==> config.mk <==
export PLATFORM = sky130hd
export DESIGN_NAME = vpg_multimode_flat
export DESIGN_NICKNAME = d
export VERILOG_FILES = /design/src/rtl/vpg_multimode_if.sv /design/src/rtl/vpg_multimode.sv /design/src/flat_wrapper.sv
export SDC_FILE = /design/constraint.sdc
export NUM_CORES = 1
export LEC_CHECK = 0
export CAP_MARGIN = 30
export CORE_ASPECT_RATIO = 1.2
export CORE_MARGIN = 2
export CORE_UTILIZATION = 36
export DETAILED_ROUTE_END_ITERATION = 12
export PLACE_DENSITY = 0.64
export SYNTH_ARGS = -nofsm -noshare
export SYNTH_HDL_FRONTEND = slang
export SYNTH_SLANG_ARGS = --single-unit
==> constraint.sdc <==
create_clock -name clk -period 3.2 [get_ports clk]
set_clock_uncertainty 0.05 [all_clocks]
set_input_delay 0.48 -clock clk [delete_from_list [all_inputs] [get_ports clk]]
set_output_delay 0.48 -clock clk [all_outputs]
set_load 0.03 [all_outputs]
==> src/rtl/vpg_multimode_if.sv <==
// Video pattern generator bus: run-time mode select, pixel request towards the
// upstream frame buffer with the returned external pixel, and the registered
// HDMI TX video outputs.
interface vpg_multimode_if #(
  parameter int CW  = 8,
  parameter int XYW = 12
);
  logic [1:0]      mode;
  logic [3*CW-1:0] ext_rgb;
  logic            pix_req;
  logic [XYW-1:0]  pix_x;
  logic [XYW-1:0]  pix_y;
  logic            sof;
  logic            vid_de;
  logic            vid_hs;
  logic            vid_vs;
  logic [CW-1:0]   vid_r;
  logic [CW-1:0]   vid_g;
  logic [CW-1:0]   vid_b;

  modport master (
    input  mode, ext_rgb,
    output pix_req, pix_x, pix_y, sof,
    output vid_de, vid_hs, vid_vs, vid_r, vid_g, vid_b
  );

  modport slave (
    output mode, ext_rgb,
    input  pix_req, pix_x, pix_y, sof,
    input  vid_de, vid_hs, vid_vs, vid_r, vid_g, vid_b
  );
endinterface

==> src/rtl/vpg_multimode.sv <==
// Parametrised video pattern generator: raster timing (DE/HS/VS) for any
// resolution, pixel request with X/Y for a frame buffer, and a per-frame
// selectable pixel source (external, colour bars, grid, gradient).
// All video outputs are registered one cycle behind the raster counters.
module vpg_multimode #(
  parameter int H_ACTIVE = 640,
  parameter int H_FP     = 16,
  parameter int H_SYNC   = 96,
  parameter int H_BP     = 48,
  parameter int V_ACTIVE = 480,
  parameter int V_FP     = 10,
  parameter int V_SYNC   = 2,
  parameter int V_BP     = 33,
  parameter int HS_POL   = 0,
  parameter int VS_POL   = 0,
  parameter int CW       = 8,
  parameter int XYW      = 12
) (
  input  logic            clk,
  input  logic            reset_n,
  vpg_multimode_if.master bus
);

  localparam int H_TOTAL = H_ACTIVE + H_FP + H_SYNC + H_BP;
  localparam int V_TOTAL = V_ACTIVE + V_FP + V_SYNC + V_BP;
  localparam int BAR_W   = H_ACTIVE / 8;

  localparam logic [XYW-1:0] XY_ONE    = XYW'(1);
  localparam logic [XYW-1:0] H_LAST    = XYW'(H_TOTAL - 1);
  localparam logic [XYW-1:0] V_LAST    = XYW'(V_TOTAL - 1);
  localparam logic [XYW-1:0] H_ACT_END = XYW'(H_ACTIVE);
  localparam logic [XYW-1:0] V_ACT_END = XYW'(V_ACTIVE);
  localparam logic [XYW-1:0] HS_START  = XYW'(H_ACTIVE + H_FP);
  localparam logic [XYW-1:0] HS_END    = XYW'(H_ACTIVE + H_FP + H_SYNC);
  localparam logic [XYW-1:0] VS_START  = XYW'(V_ACTIVE + V_FP);
  localparam logic [XYW-1:0] VS_END    = XYW'(V_ACTIVE + V_FP + V_SYNC);
  localparam logic [XYW-1:0] BAR_LAST  = XYW'(BAR_W - 1);
  localparam logic           HS_ACT    = (HS_POL != 0);
  localparam logic           VS_ACT    = (VS_POL != 0);

  // Bar index to {R,G,B}: white, yellow, cyan, green, magenta, red, blue, black.
  function automatic logic [3*CW-1:0] bar_rgb(input logic [2:0] idx);
    bar_rgb = {{CW{~idx[1]}}, {CW{~idx[2]}}, {CW{~idx[0]}}};
  endfunction

  logic [XYW-1:0]  h_cnt_r;
  logic [XYW-1:0]  v_cnt_r;
  logic [XYW-1:0]  bar_cnt_r;
  logic [2:0]      bar_idx_r;
  logic [1:0]      mode_q_r;
  logic            vid_de_r;
  logic            vid_hs_r;
  logic            vid_vs_r;
  logic            sof_r;
  logic [3*CW-1:0] rgb_r;

  logic            active_s;
  logic            frame_start_s;
  logic            hs_win_s;
  logic            vs_win_s;
  logic [1:0]      mode_eff_s;
  logic [CW-1:0]   grad_sum_s;
  logic [3*CW-1:0] rgb_s;

  assign active_s      = (h_cnt_r < H_ACT_END) && (v_cnt_r < V_ACT_END);
  assign frame_start_s = (h_cnt_r == '0) && (v_cnt_r == '0);
  assign hs_win_s      = (h_cnt_r >= HS_START) && (h_cnt_r < HS_END);
  assign vs_win_s      = (v_cnt_r >= VS_START) && (v_cnt_r < VS_END);
  // The first pixel of a frame already uses the mode being latched there.
  assign mode_eff_s    = frame_start_s ? bus.mode : mode_q_r;
  assign grad_sum_s    = h_cnt_r[CW-1:0] + v_cnt_r[CW-1:0];

  // Raster position: h wraps every line, v advances on each h wrap.
  always_ff @(posedge clk or negedge reset_n) begin
    if (!reset_n) begin
      h_cnt_r <= '0;
      v_cnt_r <= '0;
    end else if (h_cnt_r == H_LAST) begin
      h_cnt_r <= '0;
      v_cnt_r <= (v_cnt_r == V_LAST) ? '0 : (v_cnt_r + XY_ONE);
    end else begin
      h_cnt_r <= h_cnt_r + XY_ONE;
      v_cnt_r <= v_cnt_r;
    end
  end

  // Colour-bar tracker: follows h_cnt so the bar index matches the current pixel;
  // the last bar absorbs any remainder pixels.
  always_ff @(posedge clk or negedge reset_n) begin
    if (!reset_n) begin
      bar_cnt_r <= '0;
      bar_idx_r <= 3'd0;
    end else if (h_cnt_r == H_LAST) begin
      bar_cnt_r <= '0;
      bar_idx_r <= 3'd0;
    end else if ((h_cnt_r < H_ACT_END) && (bar_cnt_r == BAR_LAST) && (bar_idx_r != 3'd7)) begin
      bar_cnt_r <= '0;
      bar_idx_r <= bar_idx_r + 3'd1;
    end else if (h_cnt_r < H_ACT_END) begin
      bar_cnt_r <= bar_cnt_r + XY_ONE;
      bar_idx_r <= bar_idx_r;
    end else begin
      bar_cnt_r <= bar_cnt_r;
      bar_idx_r <= bar_idx_r;
    end
  end

  // Frame mode register: sampled only at the first position of a frame.
  always_ff @(posedge clk or negedge reset_n) begin
    if (!reset_n) begin
      mode_q_r <= 2'd0;
    end else if (frame_start_s) begin
      mode_q_r <= bus.mode;
    end else begin
      mode_q_r <= mode_q_r;
    end
  end

  // Pixel source select; blanking is always black.
  always_comb begin
    rgb_s = '0;
    if (active_s) begin
      case (mode_eff_s)
        2'd0:    rgb_s = bus.ext_rgb;
        2'd1:    rgb_s = bar_rgb(bar_idx_r);
        2'd2: begin
          if ((h_cnt_r[4:0] == 5'd0) || (v_cnt_r[4:0] == 5'd0)) begin
            rgb_s = '1;
          end else begin
            rgb_s = '0;
          end
        end
        2'd3:    rgb_s = {h_cnt_r[CW-1:0], v_cnt_r[CW-1:0], grad_sum_s};
        default: rgb_s = '0;
      endcase
    end else begin
      rgb_s = '0;
    end
  end

  // Video output stage: timing and colour registered one cycle behind the counters.
  always_ff @(posedge clk or negedge reset_n) begin
    if (!reset_n) begin
      vid_de_r <= 1'b0;
      vid_hs_r <= ~HS_ACT;
      vid_vs_r <= ~VS_ACT;
      sof_r    <= 1'b0;
      rgb_r    <= '0;
    end else begin
      vid_de_r <= active_s;
      vid_hs_r <= hs_win_s ? HS_ACT : ~HS_ACT;
      vid_vs_r <= vs_win_s ? VS_ACT : ~VS_ACT;
      sof_r    <= frame_start_s;
      rgb_r    <= rgb_s;
    end
  end

  assign bus.pix_req = active_s;
  assign bus.pix_x   = h_cnt_r;
  assign bus.pix_y   = v_cnt_r;
  assign bus.sof     = sof_r;
  assign bus.vid_de  = vid_de_r;
  assign bus.vid_hs  = vid_hs_r;
  assign bus.vid_vs  = vid_vs_r;
  assign bus.vid_r   = rgb_r[3*CW-1:2*CW];
  assign bus.vid_g   = rgb_r[2*CW-1:CW];
  assign bus.vid_b   = rgb_r[CW-1:0];

endmodule

==> src/flat_wrapper.sv <==
// flat-port wrapper written by rule: the top's interface ports become plain ports
module vpg_multimode_flat 
#(
  parameter int H_ACTIVE = 640,
  parameter int H_FP     = 16,
  parameter int H_SYNC   = 96,
  parameter int H_BP     = 48,
  parameter int V_ACTIVE = 480,
  parameter int V_FP     = 10,
  parameter int V_SYNC   = 2,
  parameter int V_BP     = 33,
  parameter int HS_POL   = 0,
  parameter int VS_POL   = 0,
  parameter int CW       = 8,
  parameter int XYW      = 12
)
  (clk, reset_n, bus_mode, bus_ext_rgb, bus_pix_req, bus_pix_x, bus_pix_y, bus_sof, bus_vid_de, bus_vid_hs, bus_vid_vs, bus_vid_r, bus_vid_g, bus_vid_b);
  vpg_multimode_if #(.CW(CW), .XYW(XYW)) bus_i ();
  input  logic clk;
  input  logic reset_n;
  input wire logic [$bits(bus_i.mode)-1:0] bus_mode;
  input wire logic [$bits(bus_i.ext_rgb)-1:0] bus_ext_rgb;
  output wire logic [$bits(bus_i.pix_req)-1:0] bus_pix_req;
  output wire logic [$bits(bus_i.pix_x)-1:0] bus_pix_x;
  output wire logic [$bits(bus_i.pix_y)-1:0] bus_pix_y;
  output wire logic [$bits(bus_i.sof)-1:0] bus_sof;
  output wire logic [$bits(bus_i.vid_de)-1:0] bus_vid_de;
  output wire logic [$bits(bus_i.vid_hs)-1:0] bus_vid_hs;
  output wire logic [$bits(bus_i.vid_vs)-1:0] bus_vid_vs;
  output wire logic [$bits(bus_i.vid_r)-1:0] bus_vid_r;
  output wire logic [$bits(bus_i.vid_g)-1:0] bus_vid_g;
  output wire logic [$bits(bus_i.vid_b)-1:0] bus_vid_b;
  assign bus_i.mode = bus_mode;
  assign bus_i.ext_rgb = bus_ext_rgb;
  assign bus_pix_req = bus_i.pix_req;
  assign bus_pix_x = bus_i.pix_x;
  assign bus_pix_y = bus_i.pix_y;
  assign bus_sof = bus_i.sof;
  assign bus_vid_de = bus_i.vid_de;
  assign bus_vid_hs = bus_i.vid_hs;
  assign bus_vid_vs = bus_i.vid_vs;
  assign bus_vid_r = bus_i.vid_r;
  assign bus_vid_g = bus_i.vid_g;
  assign bus_vid_b = bus_i.vid_b;
  vpg_multimode #(.H_ACTIVE(H_ACTIVE), .H_FP(H_FP), .H_SYNC(H_SYNC), .H_BP(H_BP), .V_ACTIVE(V_ACTIVE), .V_FP(V_FP), .V_SYNC(V_SYNC), .V_BP(V_BP), .HS_POL(HS_POL), .VS_POL(VS_POL), .CW(CW), .XYW(XYW)) u_core (.clk(clk), .reset_n(reset_n), .bus(bus_i));
endmodule
**Word-level counts from Yosys, hierarchy flattened**

Index checks and enable logic that the tools add are counted.

- Register bits: 69
- Word-level logic and storage cells: 58

- $add $sub $neg: 5
- $lt $le $gt $ge: 6
- Equality and inequality tests: 7
- Mux-type cells: 13
- Bitwise logic cells: 3
- Reduce and logical (&&, ||, !) cells: 14

Operator list:

| operator | count |
|---|---|
| case mux 24 bit (4 select lines) | 1 |
| 2-to-1 mux 12 bit | 5 |
| 2-to-1 mux 24 bit | 2 |
| adder 12 x 1 -> 12 bit, second input constant | 3 |
| == test 12 x 10 -> 1 bit, second input constant | 2 |
| zero test 12 bit | 2 |
| less-than comparator 12 x 10 -> 1 bit, second input constant | 2 |
| less-than comparator 12 x 9 -> 1 bit, second input constant | 2 |
| == test 12 x 7 -> 1 bit, second input constant | 1 |
| >= comparator 12 x 10 -> 1 bit, second input constant | 1 |
| >= comparator 12 x 9 -> 1 bit, second input constant | 1 |
| zero test 5 bit | 2 |
| adder 8 bit | 1 |
| logical AND 1 bit | 6 |
| 2-to-1 mux 3 bit | 2 |
| == test 2 bit, second input constant | 2 |
| adder 3 x 1 -> 3 bit, second input constant | 1 |
| inequality test 3 bit, second input constant | 1 |
| NOT 1 bit | 3 |
| nonzero test 3 bit | 1 |
| == test 2 x 1 -> 1 bit, second input constant | 1 |
| zero test 2 bit | 1 |
| 2-to-1 mux 1 bit | 2 |
| 2-to-1 mux 2 bit | 1 |
| other kinds (2) | 2 |

**Logic depth before layout (Yosys ltp)**

Gate-level depths: netlist of run 1.

- Depth after elaboration: 6
- Depth in mapped cells: 10
- Depth with buffers taken out: 9

**Least setup slack after synthesis of run 1**

No wires, ideal clock.

- Kind: flip-flop to flip-flop
- Start point: reg u_core.h_cnt_r[6] (netlist: u_core.bus.pix_x[6])
- End point: reg u_core.rgb_r[10]
- Arrival: 2.664 ns
- Slack: 0.419 ns
- Stages on the path, launching flop included: 8
- Buffers on the path: 0
- Path through: dfrtp_1 or4_4 or4_4 nor2_4 mux2i_1 inv_2 o21bai_2 o221a_1

- Word-level cells in the longest chain between the ends: 6

Ends and longest elaborated chain:

| what | line | source |
|---|---|---|
| start, declared | vpg_multimode.sv:46 | `logic [XYW-1:0] h_cnt_r;` |
| start signal, assigned | vpg_multimode.sv:82 | `h_cnt_r <= h_cnt_r + XY_ONE;` |
| zero test 12 bit * | vpg_multimode.sv:66 | `assign frame_start_s = (h_cnt_r == '0) && (v_cnt_r == '0);` |
| logical AND 1 bit * | vpg_multimode.sv:66 |  |
| net u_core.frame_start_s | vpg_multimode.sv:58 | `logic frame_start_s;` |
| 2-to-1 mux 2 bit * | n/a |  |
| net u_core.mode_eff_s[1] | vpg_multimode.sv:61 | `logic [1:0] mode_eff_s;` |
| == test 2 bit, or another cell as far along | vpg_multimode.sv:123 | `case (mode_eff_s)` |
| case mux 24 bit (4 select lines) * | vpg_multimode.sv:123 |  |
| 2-to-1 mux 24 bit * | vpg_multimode.sv:122 | `if (active_s) begin` |
| net u_core.rgb_s[10] | vpg_multimode.sv:63 | `logic [3*CW-1:0] rgb_s;` |
| end signal, assigned | vpg_multimode.sv:154 | `rgb_r <= rgb_s;` |
| end, declared | vpg_multimode.sv:55 | `logic [3*CW-1:0] rgb_r;` |

The timed path passes the listed nets; every way through them passes the cells marked *.
A chain may end at the register's enable or synchronous reset.

**Final worst setup path of run 1**

- Start point: reg u_core.h_cnt_r[0] (netlist: u_core.bus.pix_x[0])
- End point: reg u_core.rgb_r[11]

Same word-level chain as after synthesis.

==> metrics.md, run 1 <==
| Metric | Value |
|---|---|
| CTS HTree Levels | 3 |
| Ys async rst share | 100.0% |
| Vias in the first global route | around 3000 |
| Synth Area in Simple Gates | 20.01% |
| Share of power burned in registers | 44.2% |
| VDD IR-drop max | 252.3 uV |
| Max_slew headroom | 42.84% |
| Core Util, Final | 50.75% |
| Synth Area per Inst | 9.929 um^2 |
| MaxCap Viol Count | 0 |
| CTS root buffer | clkbuf_16 |
| F_max | 0.3437 GHz |
| Hold Path Class | input port to async pin |
| Mux contribution to synthesized area | 1.404% |
| Starting DRT DRC Count | around 150 |
| Pwr/cell area | between 400 and 500 nW/um^2 |
| Most numerous cell in the Yosys netlist | dfrtp_1 |
| # diodes | 0 |
| Layout cell share with drive strength beyond 1 | under 10% |
| First-pass GRT wire length | 15.03 mm |
| Final GP Congestion | 0.8438 |
| Cts hold-fix bufs | 0 |
| CTS tree | built |
| Crit path max fanout | 8 |
| Cell variety after synth | 50 |
| I/O Buffers | 80 |
| Vias per inst | 5.239 |
| P_int | 1.577 mW |
| Hold Violations, Final | 0 |
| Synth area leader | dfrtp_1 |
| DRC errors left | 0 |
| Post-synthesis compound-gate area fraction | 13.48% |
| Design area | 4853 um^2 |
| Crit start category | flip-flop |
| Final setup violation count | 0 |
| Seq. cell area | 1729 um^2 |
| Die footprint | between 10000 and 15000 um^2 |
| Number of placed I/O pins | 81 |
| Clk Latency, worst-skew pair | 0.32 ns |
| Register-to-Register Setup Slack | between 0.2 and 0.3 ns |
| Worst-Margin Slew | 0.8574 ns |
| Setup TNS | 0 ns |
| DRT Pass-1 Iters | 4 |
| WS Path Type | flip-flop to flip-flop |
| Final wirelength | 9.445 mm |
| Total track usage | 18.12% |
| Die Span X | around 95 um |
| Worst Setup End Kind | flip-flop |
| Post-CTS resize count | 0 |
| Final period demand of the worst path | 2.910 ns |
| Remaining global-route overflow | 0 |
| Post-synthesis register bit count | 69 |
| Setup Buffers After CTS | 0 |
| Combinational power share | approximately 9.8% |
| Yosys warns | 0 |
| Dpl hpwl | about 6.8 mm |
| Switching share of power | 23.18% |
| Synth top cells by count | dfrtp_1, nor2_1, nand2_1 |
| Clock-pin slew on the worst setup and hold paths | 0.06 ns |
| Post-placement cell count | 561 |
| Share of the synthesized area in the top cell type | 47.03% |
| Cell count after synthesis | 359 |
| Sinks on Clock Net | 69 |
| Dominant cells by area after synthesis | dfrtp_1, ha_1, xnor2_1 |
| Largest family of logic cells by synthesized area | simple AND/OR/NAND/NOR gates |
| CP arrival | 3.12 ns |
| Fillers | around 900 |
| Placed cell areas | 4571 um^2 |
| Status | finished clean |
| DR vias | 3023 |
| Non-Filler Instances | 577 |
| Post-synth EDFFs | 0 |
| Cell row count | 39 |
| Leakage | 2.087 nW |
| Largest net degree at the start of global routing | 43 |
| Clock power frac | 46.1% |
| Total CTS buffers | 9 |
| Die H | approximately 110 um |
| Area of the multi-input gates | approximately 1700 um^2 |
| Syn-to-layout area delta | 36.15% |
| Post-route ant nets | 0 |
| Syn Std Cell Area | 3565 um^2 |
| Core ar. | 9564 um^2 |
| Adder-cell share of the synthesized area | 5.476% |
| Sequential fraction of the synthesis area | 48.51% |
| Synth Flop Type | dfrtp_1 |
| Max Buffers Root-to-Sink | 2 |
| Final critical-path share of the clock period | 90.92% |
| Req. time, crit path | 3.41 ns |
| Drt wl/cell | 16.37 um |
| Mapped Nets | 402 |
| Unrepaired setup endpoints after global routing | no |
| Synth Area in XOR/XNOR | 8.354% |
| Nets | 492 |
| Net Sw Power | approximately 0.48 mW |
| Fin. max-slew vios | 0 |
| Antenna violations before repair | 0 |
| Starting Density | 37.27% |
[state kept, by name, summed over array words and instances (netlist names)]
signal	flops
u_core.rgb_r	24
u_core.bus.vid_de	1
u_core.bar_idx_r	3
u_core.bus.pix_y	12
u_core.mode_q_r	2
u_core.bus.pix_x	12
u_core.bus.sof	1
u_core.bus.vid_hs	1
u_core.bus.vid_vs	1
u_core.bar_cnt_r	12
[kinds of logic after synthesis]
logic type      after synthesis
simple gates                138
xor+xnor                     34
mux                           5
buf+inv                      24
compound gates               74
fa+ha+maj                    15
flops                        69
[critical path: stages, from the launching register on]
cell	delay (ns)
dfrtp_1	0.46
inv_1	0.09
ha_1	0.13
nor4b_1	0.50
nand4_1	0.32
nor2_4	0.24
mux2i_1	0.39
inv_2	0.08
o21bai_2	0.33
o221a_1	0.25
[worst paths after layout]
| kind | startpoint | endpoint | depth (start not counted) |
|---|---|---|---|
| max | u_core.bus.pix_x[0] | u_core.rgb_r[11] | 9 |
| max in group asynchronous | reset_n | u_core.bus.vid_vs | 2 |
| min in group clk | u_core.bar_cnt_r[11] | u_core.bar_cnt_r[11] | 2 |
| min reg2reg | u_core.bar_cnt_r[11] | u_core.bar_cnt_r[11] | 2 |
| min | reset_n | u_core.rgb_r[19] | 1 |
| max reg2reg | u_core.bus.pix_x[0] | u_core.rgb_r[11] | 9 |
[power groups by stage]
stage / registers [mW] / logic [mW] / clock network, mW
after global placement: 0.922 / 0.202 / 0
after detailed placement: 0.922 / 0.203 / 0
after CTS: 0.907 / 0.203 / 0.959
after global routing: 0.908 / 0.216 / 0.991
after floorplan: 0.973 / 0.0386 / 0
final: 0.906 / 0.201 / 0.946
[routing by layer]
| layer | routed length (um) | up-vias | track usage, % |
|---|---|---|---|
| li1 | - | 1467 | - |
| met1 | 4071 | 1456 | 23.23 |
| met2 | 4619 | 91 | 29.79 |
| met3 | 579 | 9 | 4.061 |
| met4 | 174 | 0 | 6.763 |
| met5 | 0 | - | 0 |
[through the flow]
stage | worst slack (ns) | total power [mW] | hold WS [ns]
2_1_floorplan | 0.4193 | 1.012 | 0.1344
3_3_place_gp | 0.4387 | 1.123 | 0.4724
3_5_place_dp | 0.3013 | 1.125 | 0.4937
4_1_cts | 0.2901 | 2.069 | 0.1501
5_1_grt | 0.06966 | 2.115 | 0.1881
6_report | 0.2905 | 2.053 | 0.1289
[cells in the final DEF, fill, tap and decap left out, types with 5 or more instances in the layout]
master / n
inv_1: 8
nand4_1: 10
buf_4: 14
xnor2_1: 18
nand2_1: 25
mux2i_1: 5
and3_1: 14
nor2_1: 35
dfrtp_1: 67
o221a_1: 8
o21ai_0: 24
nand3_1: 23
xor2_1: 16
nor4_1: 5
nor3_1: 6
clkdlybuf4s50_1: 78
a21oi_1: 23
clkbuf_16: 9
ha_1: 14
[area by class of cell]
type	instances	area share, %
Multi-Input combinational cell	266	35.91
Sequential cell	69	35.63
Timing Repair Buffer	94	18.77
Clock buffer	15	5.723
Tap cell	123	3.171
Inverter	9	0.6961
Clock inverter	1	0.1031
No activity file was read; power rests on OpenSTA's default activity.
==> inputs of run 2 (changes only) <==
--- a/config.mk
+++ b/config.mk
@@ -10,6 +10,7 @@
 export CORE_MARGIN = 2
 export CORE_UTILIZATION = 36
 export DETAILED_ROUTE_END_ITERATION = 12
+export HOLD_SLACK_MARGIN = 0.03
 export PLACE_DENSITY = 0.64
 export SYNTH_ARGS = -nofsm -noshare
 export SYNTH_HDL_FRONTEND = slang
==> results of run 2 <==
Same layout as run 1: the final DEF is identical, and so are final timing and power.
==> inputs of run 3 (changes only) <==
--- a/config.mk
+++ b/config.mk
@@ -8,10 +8,11 @@
 export CAP_MARGIN = 30
 export CORE_ASPECT_RATIO = 1.2
 export CORE_MARGIN = 2
-export CORE_UTILIZATION = 36
+export CORE_UTILIZATION = 40
 export DETAILED_ROUTE_END_ITERATION = 12
 export HOLD_SLACK_MARGIN = 0.03
-export PLACE_DENSITY = 0.64
+export PLACE_DENSITY = 0.69
+export SKIP_LAST_GASP = 1
 export SYNTH_ARGS = -nofsm -noshare
 export SYNTH_HDL_FRONTEND = slang
 export SYNTH_SLANG_ARGS = --single-unit
==> run 3 against run 2 <==
Against the previous run: register-to-register slack gained 0.05 ns; via count grew 0.76%; highest routed layer unchanged; total power shrank 13%; critical path depth shrank 2; die area shrank 9.6%; sequential cell count is the same; final area shrank 2.5%; largest cell class unchanged; sequential share of layout area grew 0.91 points; hold slack lost 0.043 ns; combinational power is essentially flat.
==> metrics.md, run 3 (synthesis results as in run 1) <==
| Metric | Value |
|---|---|
| Status | finished clean (unchanged) |
| Register-to-Register Setup Slack | 0.34 ns (was 0.29 ns) |
| Worst Setup End Kind | flip-flop (unchanged) |
| CTS HTree Levels | 3 (unchanged) |
| Leakage | 2.026 nW (was 2.087 nW) |
| Setup TNS | 0 ns (unchanged) |
| MaxCap Viol Count | 0 (unchanged) |
| Remaining global-route overflow | 0 (unchanged) |
| Sinks on Clock Net | 69 (unchanged) |
| Clk Latency, worst-skew pair | 0.35 ns (was 0.32 ns) |
| Pwr/cell area | 375.4 nW/um^2 (was 423.0 nW/um^2) |
| Vias per inst | 5.353 (was 5.239) |
| Die Span X | 90.18 um (was 94.84 um) |
| Die footprint | 9686 um^2 (was 10720 um^2) |
| Total track usage | 19.99% (was 18.12%) |
| R2R Path End | u_core.rgb_r[11] (unchanged) |
| Fin. max-slew vios | 0 (unchanged) |
| Cell row count | 37 (was 39) |
| Max_slew headroom | 44.22% (was 42.84%) |
| DRT Pass-1 Iters | 5 (was 4) |
| Post-route ant nets | 0 (unchanged) |
| # diodes | 0 (unchanged) |
| Starting Density | 41.40% (was 37.27%) |
| I/O Buffers | 80 (unchanged) |
| Worst-Margin Slew | 0.8366 ns (was 0.8574 ns) |
| Cts hold-fix bufs | 0 (unchanged) |
| Hold Violations, Final | 0 (unchanged) |
| Die H | 107.4 um (was 113.0 um) |
| WS Path Type | flip-flop to flip-flop (unchanged) |
| DR vias | 3046 (was 3023) |
| Max Buffers Root-to-Sink | 2 (unchanged) |
| Final setup violation count | 0 (unchanged) |
| CP arrival | 3.09 ns (was 3.12 ns) |
| CTS tree | built (unchanged) |
| Most frequent cells in the layout | clkdlybuf4s50_1, dfrtp_1, nor2_1 (unchanged) |
| CTS root buffer | clkbuf_8 (was clkbuf_16) |
| Req. time, crit path | 3.44 ns (was 3.41 ns) |
| Vias in the first global route | 3034 (was 3020) |
| Worst r2r src | u_core.bus.pix_y[6] (was u_core.bus.pix_x[0]) |
| Unrepaired setup endpoints after global routing | no (unchanged) |
| Crit start category | flip-flop (unchanged) |
| Antenna violations before repair | 0 (unchanged) |
| VDD IR-drop max | 183.0 uV (was 252.3 uV) |
| Reg2Reg Depth | 7 (was 9) |
| Final critical-path share of the clock period | 89.24% (was 90.92%) |
| Final period demand of the worst path | 2.856 ns (was 2.910 ns) |
| Layout cell share with drive strength beyond 1 | 9.071% (was 9.692%) |
| Crit path max fanout | 8 (unchanged) |
| Nets | 490 (was 492) |
| Final wirelength | 9.377 mm (was 9.445 mm) |
| Total CTS buffers | 9 (unchanged) |
| Max reg flops | 24 (unchanged) |
| Core ar. | 8611 um^2 (was 9564 um^2) |
| Drt wl/cell | 16.48 um (was 16.37 um) |
| Number of placed I/O pins | 81 (unchanged) |
| Starting DRT DRC Count | 230 (was 149) |
| Hold Path Class | input port to async pin (unchanged) |
| Reg with most FFs | u_core.rgb_r (unchanged) |
| Final GP Congestion | 0.8738 (was 0.8438) |
| Clock-pin slew on the worst setup and hold paths | 0.07 ns (was 0.06 ns) |
| Worst slack, placed | 0.3294 ns (was 0.3013 ns) |
| F_max | 0.3502 GHz (was 0.3437 GHz) |
| First-pass GRT wire length | 15.26 mm (was 15.03 mm) |
| Dpl hpwl | 6.677 mm (was 6.827 mm) |
| Syn-to-layout area delta | 32.75% (was 36.15%) |
| DRC errors left | 0 (unchanged) |
| Most common cell after layout, fill and taps aside | clkdlybuf4s50_1 (unchanged) |
| Largest net degree at the start of global routing | 70 (was 43) |
| Worst Slack Setup Final | 0.3443 ns (was 0.2905 ns) |
run 3: cell count changes in the layout (fill, tap and decap cells not counted):
cell	change
buf_4	-2
clkbuf_8	+6
clkbuf_1	+2
bufinv_16	+1
nor4b_1	-1
clkbuf_16	-9
nor4b_2	+1
run 3: worst max-delay path by stage:
stage                              startpoint  cells after the start                to
after global placement    u_core.bus.pix_x[1]                      9  u_core.rgb_r[14]
final                     u_core.bus.pix_y[6]                      7  u_core.rgb_r[11]
after global routing      u_core.bus.pix_y[6]                      7  u_core.rgb_r[11]
after floorplan           u_core.bus.pix_x[6]                      7  u_core.rgb_r[10]
after detailed placement  u_core.bus.pix_x[1]                      9  u_core.rgb_r[11]
after CTS                 u_core.bus.pix_x[1]                      9  u_core.rgb_r[11]
run 3: layout make-up:
cell class	instances	area (um^2)
clock inverters	2	35.03
fillers	812	3879
clock buffers	14	142.6
well taps	117	146.4
multi-input cells	266	1749
repair buffers	92	895.9
inverters	9	33.78
flip-flops and latches	69	1729
run 3: metal layers:
layer  vias to the layer above  GRT usage, %  share of wire, %
li1                       1453             -                 -
met1                      1463         24.95                42
met2                       120         34.21                50
met3                        10         3.711               6.4
met4                         0         8.352               1.8
met5                         -             0                 0
run 3: critical path: stages, from the launching register on:
cell and delay, ns:
dfrtp_1 0.47, or4_1 0.59, or4_4 0.48, nor2_4 0.17, mux2i_1 0.39, inv_2 0.09, o21bai_2 0.31, o221a_1 0.25
run 3: power by group:
| part | internal, mW | switching (mW) |
|---|---|---|
| Sequential | 0.897 | 0.00727 |
| Clock | 0.361 | 0.310 |
| Combinational | 0.0903 | 0.111 |
run 3: timing repair:
action                     4_1_cts  5_1_grt
gates resized for setup          0        1
setup endpoints to repair        0        8
setup buffers                    0        0
run 3: metrics by stage:
stage	hold WS [ns]	util, %	cells	instance area [um^2]	power, mW
floorplan	0.1344	-	359	3565	1.012
CTS	0.1138	54.88	569	4726	1.794
detailed placement	0.4826	52.82	553	4548	1.124
global route	0.1380	54.96	569	4732	1.839
finish	0.08563	54.96	569	4732	1.776
global placement	0.4726	52.82	553	4548	1.122
